### src/rtl/game_link_pkg.sv
// Shared constants and types for the inter-board game link (RX decoder and TX framer).
// Packet: SYNC, TYPE, DATA, CHK where CHK = TYPE ^ DATA.
package game_link_pkg;

    localparam logic [7:0] LINK_SYNC = 8'hA5;
    localparam logic [7:0] TYPE_HP   = 8'h01;
    localparam logic [7:0] TYPE_HIT  = 8'h02;
    localparam logic [7:0] HP_MAX    = 8'd100;

    typedef enum logic [1:0] {
        IDLE,
        GOT_SYNC,
        GOT_TYPE,
        GOT_DATA
    } link_state_e;

    function automatic logic [7:0] sat_hp(input logic [7:0] value, input logic [7:0] limit);
        return (value > limit) ? limit : value;
    endfunction

endpackage

### src/rtl/game_link_rx_link_timer.sv
// Saturating up-counter with synchronous clear and enable; done is high while the count sits at MAX.
module link_timer #(
    parameter int unsigned MAX = 100
) (
    input  logic clk,
    input  logic rst,
    input  logic clr,
    input  logic en,
    output logic done
);

    localparam int W = (MAX < 2) ? 1 : $clog2(MAX + 1);

    logic [W-1:0] count;

    // NOTE: sequential state uses non-blocking assignments so every flop samples pre-edge values.
    always_ff @(posedge clk or negedge rst) begin
        if (!rst) begin
            count <= '0;
        end else if (clr) begin
            count <= '0;
        end else if (en && (count != W'(MAX))) begin
            count <= count + W'(1);
        end
    end

    assign done = (count == W'(MAX));

endmodule

### src/rtl/game_link_rx.sv
// Game link receiver: decodes SYNC/TYPE/DATA/CHK packets from the UART RX core into HP and hit events.
// Optional build macro GAME_LINK_STATS_EN adds a saturating err_count output.
module game_link_rx
    import game_link_pkg::*;
#(
    parameter int unsigned BYTE_TIMEOUT = 100000,
    parameter int unsigned LINK_LOSS    = 65000000,
    parameter logic [7:0]  HP_INIT      = HP_MAX
) (
    input  logic       clk,
    input  logic       rst,
    input  logic [7:0] rx_data,
    input  logic       rx_valid,
    output logic [7:0] HP_enemy_state,
    output logic       tank_enemy_hit_us,
    output logic       pkt_err,
    output logic       link_alive
`ifdef GAME_LINK_STATS_EN
    ,
    output logic [7:0] err_count
`endif
);

    link_state_e state_q, state_d;
    logic [7:0]  type_q, data_q;
    logic        byte_done, link_done;
    logic        acc_hp, acc_hit, err;
    logic        chk_ok;

    link_timer #(.MAX(BYTE_TIMEOUT)) u_byte_timer (
        .clk  (clk),
        .rst  (rst),
        .clr  (rx_valid),
        .en   (state_q != IDLE),
        .done (byte_done)
    );

    // Any accepted packet, HP or HIT, proves the link is up.
    link_timer #(.MAX(LINK_LOSS)) u_link_timer (
        .clk  (clk),
        .rst  (rst),
        .clr  (acc_hp | acc_hit),
        .en   (1'b1),
        .done (link_done)
    );

    assign chk_ok = (rx_data == (type_q ^ data_q));

    // NOTE: every output of this block gets a default first so no latch is inferred on idle paths.
    always_comb begin
        state_d = state_q;
        acc_hp  = 1'b0;
        acc_hit = 1'b0;
        err     = 1'b0;
        case (state_q)
            IDLE:     if (rx_valid && (rx_data == LINK_SYNC)) state_d = GOT_SYNC;
            GOT_SYNC: if (rx_valid) state_d = GOT_TYPE;
            GOT_TYPE: if (rx_valid) state_d = GOT_DATA;
            GOT_DATA: begin
                if (rx_valid) begin
                    state_d = IDLE;
                    if (chk_ok && (type_q == TYPE_HP))       acc_hp  = 1'b1;
                    else if (chk_ok && (type_q == TYPE_HIT)) acc_hit = 1'b1;
                    else                                     err     = 1'b1;
                end
            end
            default:  state_d = IDLE;
        endcase
        // A byte arriving in the timeout cycle takes priority over abandoning the packet.
        if ((state_q != IDLE) && !rx_valid && byte_done) begin
            state_d = IDLE;
            err     = 1'b1;
        end
    end

    always_ff @(posedge clk or negedge rst) begin
        if (!rst) begin
            state_q           <= IDLE;
            type_q            <= '0;
            data_q            <= '0;
            HP_enemy_state    <= HP_INIT;
            tank_enemy_hit_us <= 1'b0;
            pkt_err           <= 1'b0;
            link_alive        <= 1'b0;
        end else begin
            state_q           <= state_d;
            tank_enemy_hit_us <= acc_hit;
            pkt_err           <= err;
            if (rx_valid && (state_q == GOT_SYNC)) type_q <= rx_data;
            if (rx_valid && (state_q == GOT_TYPE)) data_q <= rx_data;

            if (acc_hp || acc_hit) link_alive <= 1'b1;
            else if (link_done)    link_alive <= 1'b0;

            if (acc_hp)                     HP_enemy_state <= sat_hp(data_q, HP_INIT);
            else if (link_done && !acc_hit) HP_enemy_state <= HP_INIT;
        end
    end

`ifdef GAME_LINK_STATS_EN
    always_ff @(posedge clk or negedge rst) begin
        if (!rst) begin
            err_count <= '0;
        end else if (pkt_err && (err_count != 8'hFF)) begin
            err_count <= err_count + 8'd1;
        end
    end
`endif

endmodule

### config.mk
export PLATFORM = sky130hd
export DESIGN_NAME = game_link_rx
export DESIGN_NICKNAME = d
export VERILOG_FILES = /design/src/rtl/game_link_pkg.sv /design/src/rtl/game_link_rx_link_timer.sv /design/src/rtl/game_link_rx.sv
export SDC_FILE = /design/constraint.sdc
export NUM_CORES = 1
export LEC_CHECK = 0
export ABC_AREA = 1
export BUFFER_PORTS_ARGS = -buffer_cell sky130_fd_sc_hd__buf_2
export CAP_MARGIN = 10
export CORE_AREA = 2 2 107 109
export DETAILED_ROUTE_END_ITERATION = 6
export DIE_AREA = 0 0 109 111
export PLACE_DENSITY_LB_ADDON = 0.05
export SLEW_MARGIN = 20
export SYNTH_ARGS = -nofsm -noshare
export SYNTH_HDL_FRONTEND = slang
export SYNTH_SLANG_ARGS = --single-unit
### constraint.sdc
create_clock -name clk -period 4.3 [get_ports clk]
set_input_delay 0.215 -clock clk [delete_from_list [all_inputs] [get_ports clk]]
set_output_delay 0.215 -clock clk [all_outputs]
set_load 0.05 [all_outputs]
-- Word-level counts from Yosys, hierarchy flattened
Index checks and enable logic that the tools add are counted.
- input port bits: 11
- latch bits: 0
- flip-flop bits (word level): 72
- output and inout port bits: 11
- memories kept: 0
- ROM bits: 0
- RAM bits: 0
- logic and storage cells: 75
- bitwise gates (word level): 2
- reductions and logical operators: 19
- equality and inequality tests: 15
- mux-type cells: 27
- multipliers: 0
- shift-type cells: 0
- magnitude comparators: 1
- div/mod/pow operators: 0
- add/sub/neg operators: 2
- operators by type and width (operator ; number):
    $mux W26 ; 2
    $mux W17 ; 2
    $add A26 B1 Y26 const B ; 1
    $eq A26 B26 Y1 const B ; 1
    $ne A26 B26 Y1 const B ; 1
    $mux W8 ; 3
    $add A17 B1 Y17 const B ; 1
    $eq A17 B17 Y1 const B ; 1
    $ne A17 B17 Y1 const B ; 1
    $mux W1 ; 14
    $ne A3 B3 Y1 const B ; 4
    $mux W2 ; 5
    $reduce_bool A2 Y1 ; 5
    $logic_and A1 B1 Y1 ; 9
    $eq A8 B1 Y1 const B ; 1
    $eq A8 B2 Y1 const B ; 1
    $eq A8 B8 Y1 ; 1
    $eq A8 B8 Y1 const B ; 1
    $gt A8 B7 Y1 const B ; 1
    $pmux W2 S4 ; 1
    $xor A8 B8 Y8 ; 1
    $eq A2 B2 Y1 const B ; 2
    $reduce_and A4 Y1 ; 1
    $eq A2 B1 Y1 const B ; 1
    other kinds (4) ; 5

-- Depth between registers and ports, before layout
Gate-level depths: netlist of run 1.
- word-level depth: 11
- mapped depth: 14

-- Modules after synthesis
From an unflattened synthesis of run 1, not the netlist that was laid out.
- cell total of the unflattened synthesis: 700
- area, all modules: 4788.3 um^2
- modules (own cells, without submodules) (module ; instances ; cells an instance ; sequential area each (um^2) ; area each (um^2)):
    link_timer (u_link_timer) ; 1 ; 300 ; 650.6 ; 1914.3
    game_link_rx ; 1 ; 221 ; 729.4 ; 1649.1
    link_timer (u_byte_timer) ; 1 ; 179 ; 425.4 ; 1224.9

-- Worst setup path after synthesis of run 1
No wires, ideal clock.
- path type: reg2reg
- from: register data_q[4]
- to: register u_link_timer.count[24]
- clock period less this slack: 1.528 ns
- path slack: 2.772 ns
- library setup time: 0.114 ns
- arrival: 1.414 ns
- required time: 4.186 ns
- stages on the path, launching flop included: 12
- cell sequence: dfrtp_1 > inv_2 > nand2_1 > nand3_1 > nand2_1 > nor2_2 > nand2_2 > nor2_4 > o211ai_2 > buf_6 > nand3b_1 > inv_1
- longest elaborated chain between the ends: 9
- elaborated cells between the ends (all ways): 14
- classes of those cells: eq/ne (1); mux (8); bitwise (2); reduce/logical (3)
- ends and longest elaborated chain (item ; RTL line ; text):
    from (decl) ; game_link_rx.sv:25 ; logic [7:0] type_q, data_q;
    from (signal assigned) ; game_link_rx.sv:90 ; if (rx_valid && (state_q == GOT_TYPE)) data_q <= rx_data;
    $xor A8 B8 Y8 * ; game_link_rx.sv:47 ; assign chk_ok = (rx_data == (type_q ^ data_q));
    $eq A8 B8 Y1 * ; game_link_rx.sv:47 ;
    $logic_and A1 B1 Y1 ; game_link_rx.sv:63 ; else if (chk_ok && (type_q == TYPE_HIT)) acc_hit = 1'b1;
    $mux W1 ; game_link_rx.sv:63 ;
    $mux W1 ; game_link_rx.sv:62 ; if (chk_ok && (type_q == TYPE_HP)) acc_hp = 1'b1;
    $mux W1 ; game_link_rx.sv:60 ; if (rx_valid) begin
    $mux W1 ; game_link_rx.sv:55 ; case (state_q)
    $or A1 B1 Y1 * ; game_link_rx.sv:42 ; .clr (acc_hp | acc_hit),
    $mux W26 / $reduce_bool A2 Y1 (equally long branches) ; n/a ;
    to (signal assigned) ; game_link_rx_link_timer.sv:23 ; count <= count + W'(1);
    to (decl) ; game_link_rx_link_timer.sv:14 ; logic [W-1:0] count;
Mark *: on every way between the ends. The rest lies on a longest branch, timed or not.
A chain may end at the register's enable or synchronous reset.

-- Final worst setup path of run 1
- from: register u_byte_timer.count[8]
- to: register u_byte_timer.count[6]
- longest elaborated chain between the ends: 3
- ends and longest elaborated chain (item ; RTL line ; text):
    from (decl) ; game_link_rx_link_timer.sv:14 ;
    from (signal assigned) ; game_link_rx_link_timer.sv:23 ;
    $ne A17 B17 Y1 ; game_link_rx_link_timer.sv:22 ; end else if (en && (count != W'(MAX))) begin
    $logic_and A1 B1 Y1 ; game_link_rx_link_timer.sv:22 ;
    $reduce_bool A2 Y1 (no line) ; n/a ;
No other way between the ends.

==> metrics.txt, run 1 <==
Yosys cell types=34; share of cells above drive strength 1=between 9 and 10%; Post-route DRC=0; Root Driver=clkbuf_16; Post-Syn Area=between 4000 and 5000 um2; Tot GR Track Use=a little under a fifth; clk slew on worst S/H paths=about 0.060 ns; RSZ-0062 raised after global routing=no; setup tns final=0 ns; Post-DP HPWL=7460 um; Yosys reg bits=around 70; maximum net fanout on the critical path=10; Skew-Pair Late Insertion Delay=0.34 ns; status=finished, final reports clean; Antenna Violating Nets Remaining=0; antenna cell count=0; die height=111 um; die span in x=roughly 110 um; initial antenna violation count=0; Final Instance Count excl. Fillers=758; CTS H-tree depth=3; Flop pwr share=41.4%; Final setup viols=0; Hold Path Class=input pin to async pin; final wirelength=approximately 10000 um; Crit. End Element=register; Initial Utilization=roughly two fifths; CP Launch Type=register; commonest non-fill, non-tap cell in the layout=nand2_1; Synth-to-Final Area Change=12.0%; Synth Flop Type=dfrtp_1; asr flop ratio synth=100%; first-pass GRT wire length=between 15000 and 20000 um; clock power share=31.4%; worst vdd ir=approximately 0.27 mV; CTS hold repair buffers=0; Post-synth EDFFs=0; required time of the critical path=~4.5 ns; die area=12100 um2; Max Root-Sink Buffers=2; 1st-iter DRT viols=200; remaining global-route overflow=0; vias per cell=around 5; Comb power frac=between 20% and 30%; total of max-cap violations=0; CTS tree=built; Fillers=approximately 1200; number of port buffers=21; Critical Path AT=2.25 ns; final worst-path cycle share=a little under half; row count=39; Pins Over Slew Limit=0; Routed WL per cell=between 10 and 15 um; vias in the first global route=3713; fin util=~43%; most frequent cells in the layout=154 x nand2_1, 96 x inv_1, 69 x dfrtp_1, 64 x nand3_1, 38 x nor2_1; GPL Wtd Cong=0.845; Sw Share=between 30% and 40%; Pint=about 1.4 mW; synthesized instance count=slightly below 600; WS Path Type=register to register; slew margin rel.=37.8%; Pwr Density=between 400 and 500 nW/um2; LEAKAGE=around 2.5 nW; Final Critical Period=between 2 and 2.5 ns; setup repair bufs after CTS=0; Core Area=about 11000 um2; CTS-repair resized insts=0; # IOs=22; share of the yosys chip area belonging to registers=between 40% and 50%; Final Skew=approximately 0.0057 ns; fin nets=about 630; fmax=497 MHz; Yosys warning count=0; CTS Buf Count=9; Sink Count=72; Pre-antenna DRT Iters=4; switching pwr=between 0.8 and 0.9 mW; largest net degree at the start of global routing=73; placed instance count=around 740; Mapped Nets=between 600 and 700; via count=~3800; Slew @ Worst Pin=~0.93 ns; Fin. Hold Viols=0; mean post-synth cell area=between 7 and 8 um2
## power by group through the flow
stage	clock (mW)	sequential [mW]	combinational, mW
floorplan	0	0.886	0.455
global placement	0	0.910	0.585
detailed placement	0	0.913	0.595
CTS	0.708	0.902	0.598
global route	0.736	0.920	0.706
finish	0.684	0.902	0.592
## sequential cells by signal, summed over array words and instances, names as in the netlist
register and count:
u_byte_timer.count 17, pkt_err 1, state_q 2, HP_enemy_state 8, link_alive 1, type_q 8, tank_enemy_hit_us 1, data_q 8
u_link_timer.count 26
## logic make-up (layout without fill, tap and decap cells)
logic type	count (synthesis)	in the layout	synth area share [%]
AOI/OAI and AO/OA	51	51	6.61
xor gates and xnor gates	15	15	3.07
adders and majority gates	8	8	2.34
buffers and inverters	107	136	9.80
DFF	72	72	42.2
and+or+nand+nor	333	333	36.0
## critical path, cell delays in order (launching register included)
cell	delay (ns)
dfrtp_1	0.42
inv_1	0.14
nand4_1	0.12
nor4_2	0.23
nand3_1	0.17
nand2_2	0.25
nand2_4	0.13
inv_1	0.29
nand2_1	0.08
o31ai_1	0.08
## through the flow
| stage | cell area, um2 | hold slack, ns | total power, mW | worst slack, ns |
|---|---|---|---|---|
| after floorplan | 4280 | -0.0806 | 1.34 | 2.77 |
| after global placement | 4520 | 0.429 | 1.49 | 2.14 |
| after detailed placement | 4520 | 0.425 | 1.51 | 2.08 |
| after CTS | 4780 | 0.0596 | 2.21 | 2.07 |
| after global routing | 4790 | 0.0973 | 2.36 | 2.02 |
| final | 4790 | 0.00500 | 2.18 | 2.29 |
## cell type report
type | count | area, um2 | area share, %
timing repair buffer | 21 | 108 | 2.25
sequential | 72 | 1810 | 37.7
tap | 143 | 179 | 3.73
inverter | 99 | 372 | 7.75
clock inverter | 6 | 36.3 | 0.757
clock buffer | 10 | 229 | 4.78
multi-input combinational | 407 | 2060 | 43.1
## per-layer routing
layer  GRT usage, %  part of all wire, %  vias to the layer above
met1           24.8                   48                     1764
met2           30.1                   48                       39
li1               -                    -                     1944
met3           3.64                  2.3                       13
met4           7.61                  1.9                        0
met5              0                    0                        -
## Yosys cell counts, drive strengths merged (4+ instances only)
cell,number,area [um2]
nand4,25,156
o21ai,38,190
nor2,42,173
o31ai,5,37.5
nand3b,5,37.5
clkbuf,4,16.3
a21oi,4,20.0
ha,8,100
dfrtp,69,1730
nand3,65,338
xor2,14,123
nor3,22,121
inv,99,372
nand2,159,614
buf,4,31.3
or2,5,31.3
nor4,10,68.8
## path summary, 6_finish.rpt
kind                       depth (start not counted)  slack, ns                           endpoint                         startpoint
min in group clk                                   3       0.21              data_q[2]$_DFFE_PN0P_                         rx_data[2]
hold / removal                                     1      0.005      HP_enemy_state[7]$_DFFE_PN0P_                                rst
setup reg to reg                                   9       2.29  u_byte_timer.count[6]$_DFFE_PN0P_  u_byte_timer.count[8]$_DFFE_PN0P_
hold reg to reg                                    2       0.48             link_alive$_DFFE_PN0P_             link_alive$_DFFE_PN0P_
max in group asynchronous                          1       3.68              type_q[3]$_DFFE_PN0P_                                rst
setup / recovery                                   9       2.29  u_byte_timer.count[6]$_DFFE_PN0P_  u_byte_timer.count[8]$_DFFE_PN0P_
Note: power is estimated with default switching activity, not from simulation.
==> run 2, diff against run 1 <==
==> constraint.sdc (replaced) <==
create_clock -name clk -period 2.1 [get_ports clk]
set_input_delay 0.105 -clock clk [delete_from_list [all_inputs] [get_ports clk]]
set_output_delay 0.105 -clock clk [all_outputs]
set_load 0.05 [all_outputs]
==> run 2 against run 1 <==
  * Global-route usage up 0.61 points
  * Hold slack better by 0.096 ns
  * Critical endpoint is now u_byte_timer.count[14]$_DFFE_PN0P_
  * Clock power up 140%
  * Via count up 2.1%
  * Clock skew up 0.0026 ns
  * Sequential power up 100%
  * Largest power group unchanged
  * Critical path type unchanged
  * Flip-flop and latch count unchanged
  * Non-clock buffer count up 10
==> metrics.txt, run 2 (synthesis results as in run 1) <==
share of cells above drive strength 1=11.0% (was 9.76%); switching pwr=1.68 mW (was 0.813 mW); die area=12100 um2 (unchanged); Root Driver=clkbuf_16 (unchanged); slew margin rel.=64.0% (was 37.8%); Synth-to-Final Area Change=14.9% (was 12.0%); clock power share=34.9% (was 31.4%); Post-DP HPWL=7900 um (was 7460 um); Largest register FFs=26 (unchanged); Final Instance Count excl. Fillers=768 (was 758); vias in the first global route=3794 (was 3713); maximum net fanout on the critical path=5 (was 10); Critical Path AT=2.07 ns (was 2.25 ns); number of port buffers=21 (unchanged); CTS H-tree depth=3 (unchanged); WS Path Type=register to register (unchanged); CTS tree=built (unchanged); Cell Area, Placed=4590 um2 (was 4520 um2); Antenna Violating Nets Remaining=0 (unchanged); RSZ-0062 raised after global routing=no (unchanged); CP Launch Type=register (unchanged); Post-route DRC=0 (unchanged); Core Area=11100 um2 (unchanged); row count=39 (unchanged); antenna cell count=0 (unchanged); Top reg by flops=u_link_timer.count (unchanged); die height=111 um (unchanged); Worst R2R Start=u_byte_timer.count[0]$_DFFE_PN0P_ (was u_byte_timer.count[8]$_DFFE_PN0P_); # IOs=22 (unchanged); Max Root-Sink Buffers=2 (unchanged); Hold Path Class=input pin to register (was input pin to async pin); vias per cell=5.00 (was 4.96); setup repair bufs after CTS=0 (unchanged); Routed WL per cell=13.8 um (was 13.7 um); via count=3838 (was 3760); placed instance count=751 (was 742); die span in x=109 um (unchanged); required time of the critical path=2.35 ns (was 4.54 ns); status=finished, final reports clean (unchanged); Final setup viols=0 (unchanged); final worst-path cycle share=86.9% (was 46.8%); Fin. Hold Viols=0 (unchanged); Tot GR Track Use=19.5% (was 18.9%); fmax=548 MHz (was 497 MHz); GPL Wtd Cong=0.895 (was 0.845); Initial Utilization=38.6% (unchanged); total of max-cap violations=0 (unchanged); Pint=3.12 mW (was 1.37 mW); Pre-antenna DRT Iters=5 (was 4); setup tns final=0 ns (unchanged); largest net degree at the start of global routing=41 (was 73); commonest non-fill, non-tap cell in the layout=nand2_1 (unchanged); most frequent cells in the layout=154 x nand2_1, 96 x inv_1, 69 x dfrtp_1, 64 x nand3_1, 38 x nor2_1 (unchanged); LEAKAGE=2.55 nW (was 2.48 nW); dpl ws=0.317 ns (was 2.08 ns); top flop regs=u_link_timer.count: 26 flops, u_byte_timer.count: 17 flops (unchanged); Skew-Pair Late Insertion Delay=0.34 ns (about the same); Flop pwr share=38.4% (was 41.4%); final hold slack=0.101 ns (was 0.00500 ns); worst vdd ir=0.842 mV (was 0.265 mV); Sink Count=72 (unchanged); finished layout cell area=4920 um2 (was 4790 um2); Comb power frac=26.7% (was 27.2%); Pins Over Slew Limit=0 (unchanged); Fillers=1093 (was 1172); first-pass GRT wire length=18700 um (was 17900 um); clk slew on worst S/H paths=0.06 ns (about the same); Worst Setup SP=u_byte_timer.count[0]$_DFFE_PN0P_ (was u_byte_timer.count[8]$_DFFE_PN0P_); Sw Share=35.0% (was 37.3%); CTS Buf Count=9 (unchanged); initial antenna violation count=0 (unchanged); Pwr Density=975 nW/um2 (was 455 nW/um2); final wirelength=10600 um (was 10400 um); HP Start=rx_data[3]; remaining global-route overflow=0 (unchanged); Final Skew=0.00829 ns (was 0.00574 ns); final setup margin=0.274 ns (was 2.29 ns); Crit. End Element=register (unchanged); Final Critical Period=1.83 ns (was 2.01 ns); Slew @ Worst Pin=0.538 ns (was 0.932 ns); 1st-iter DRT viols=269 (was 200); fin nets=639 (was 629)
==> run 2: cell types whose count changed in the layout (fill, tap and decap cells not counted) <==
cell	previous run	this run
dlygate4sd3_1	0	1
clkinvlp_4	1	2
clkinv_4	1	0
o211ai_2	0	1
clkbuf_8	0	1
clkinv_2	4	1
buf_4	1	10
bufinv_16	0	2
o211ai_4	1	0
==> run 2: power by group through the flow <==
stage          registers (mW)  logic [mW]  clock network (mW)
6_report                 1.84        1.28                1.67
5_1_grt                  1.88        1.51                1.78
4_1_cts                  1.84        1.29                1.72
3_5_place_dp             1.86        1.28                   0
3_3_place_gp             1.86        1.25                   0
2_1_floorplan            1.81       0.932                   0
==> run 2: worst paths after layout <==
check                                                      to  slack [ns]  depth (start not counted)
max                        u_byte_timer.count[14]$_DFFE_PN0P_        0.27                          6
min                                     data_q[3]$_DFFE_PN0P_        0.10                          3
max reg2reg                u_byte_timer.count[14]$_DFFE_PN0P_        0.27                          6
min reg2reg                     HP_enemy_state[7]$_DFFE_PN0P_        0.49                          2
max in group asynchronous  u_byte_timer.count[16]$_DFFE_PN0P_        1.17                          3
min in group asynchronous   u_link_timer.count[0]$_DFFE_PN0P_        0.29                          2
==> run 2: final cells by class <==
cell class	instances	area, um2	area share, %
multi-input cells	407	2050	41.8
flip-flops and latches	72	1810	36.7
clock buffers	11	243	4.94
clock inverters	5	80.1	1.63
repair buffers	31	185	3.76
well taps	143	179	3.64
inverters	99	372	7.56
==> run 2: repair_timing <==
item                                   CTS  global route
endpoints found under the hold margin   34             0
resized for setup                        0             0
hold buffers                             1             0
==> run 2: per-stage QoR <==
stage	total power, mW	util, %
after detailed placement	3.14	41.4
after CTS	4.85	44.4
final	4.80	44.4
after floorplan	2.75	-
after global placement	3.11	41.4
after global routing	5.17	44.4
==> run 2: critical path, stage by stage (launching register included) <==
cell and delay (ns):
dfrtp_1 0.41, ha_1 0.24, nand3_1 0.14, nor3_1 0.37, nand4_1 0.18, xor2_1 0.18, o31ai_1 0.22
==> run 2: layer usage <==
layer  track usage (%)  vias up  share of wire (%)
met5                 0        -                  0
met4              8.21        0                2.0
met3              3.23       15                3.4
met2              30.1       77                 46
met1              26.7     1772                 49
li1                  -     1974                  -
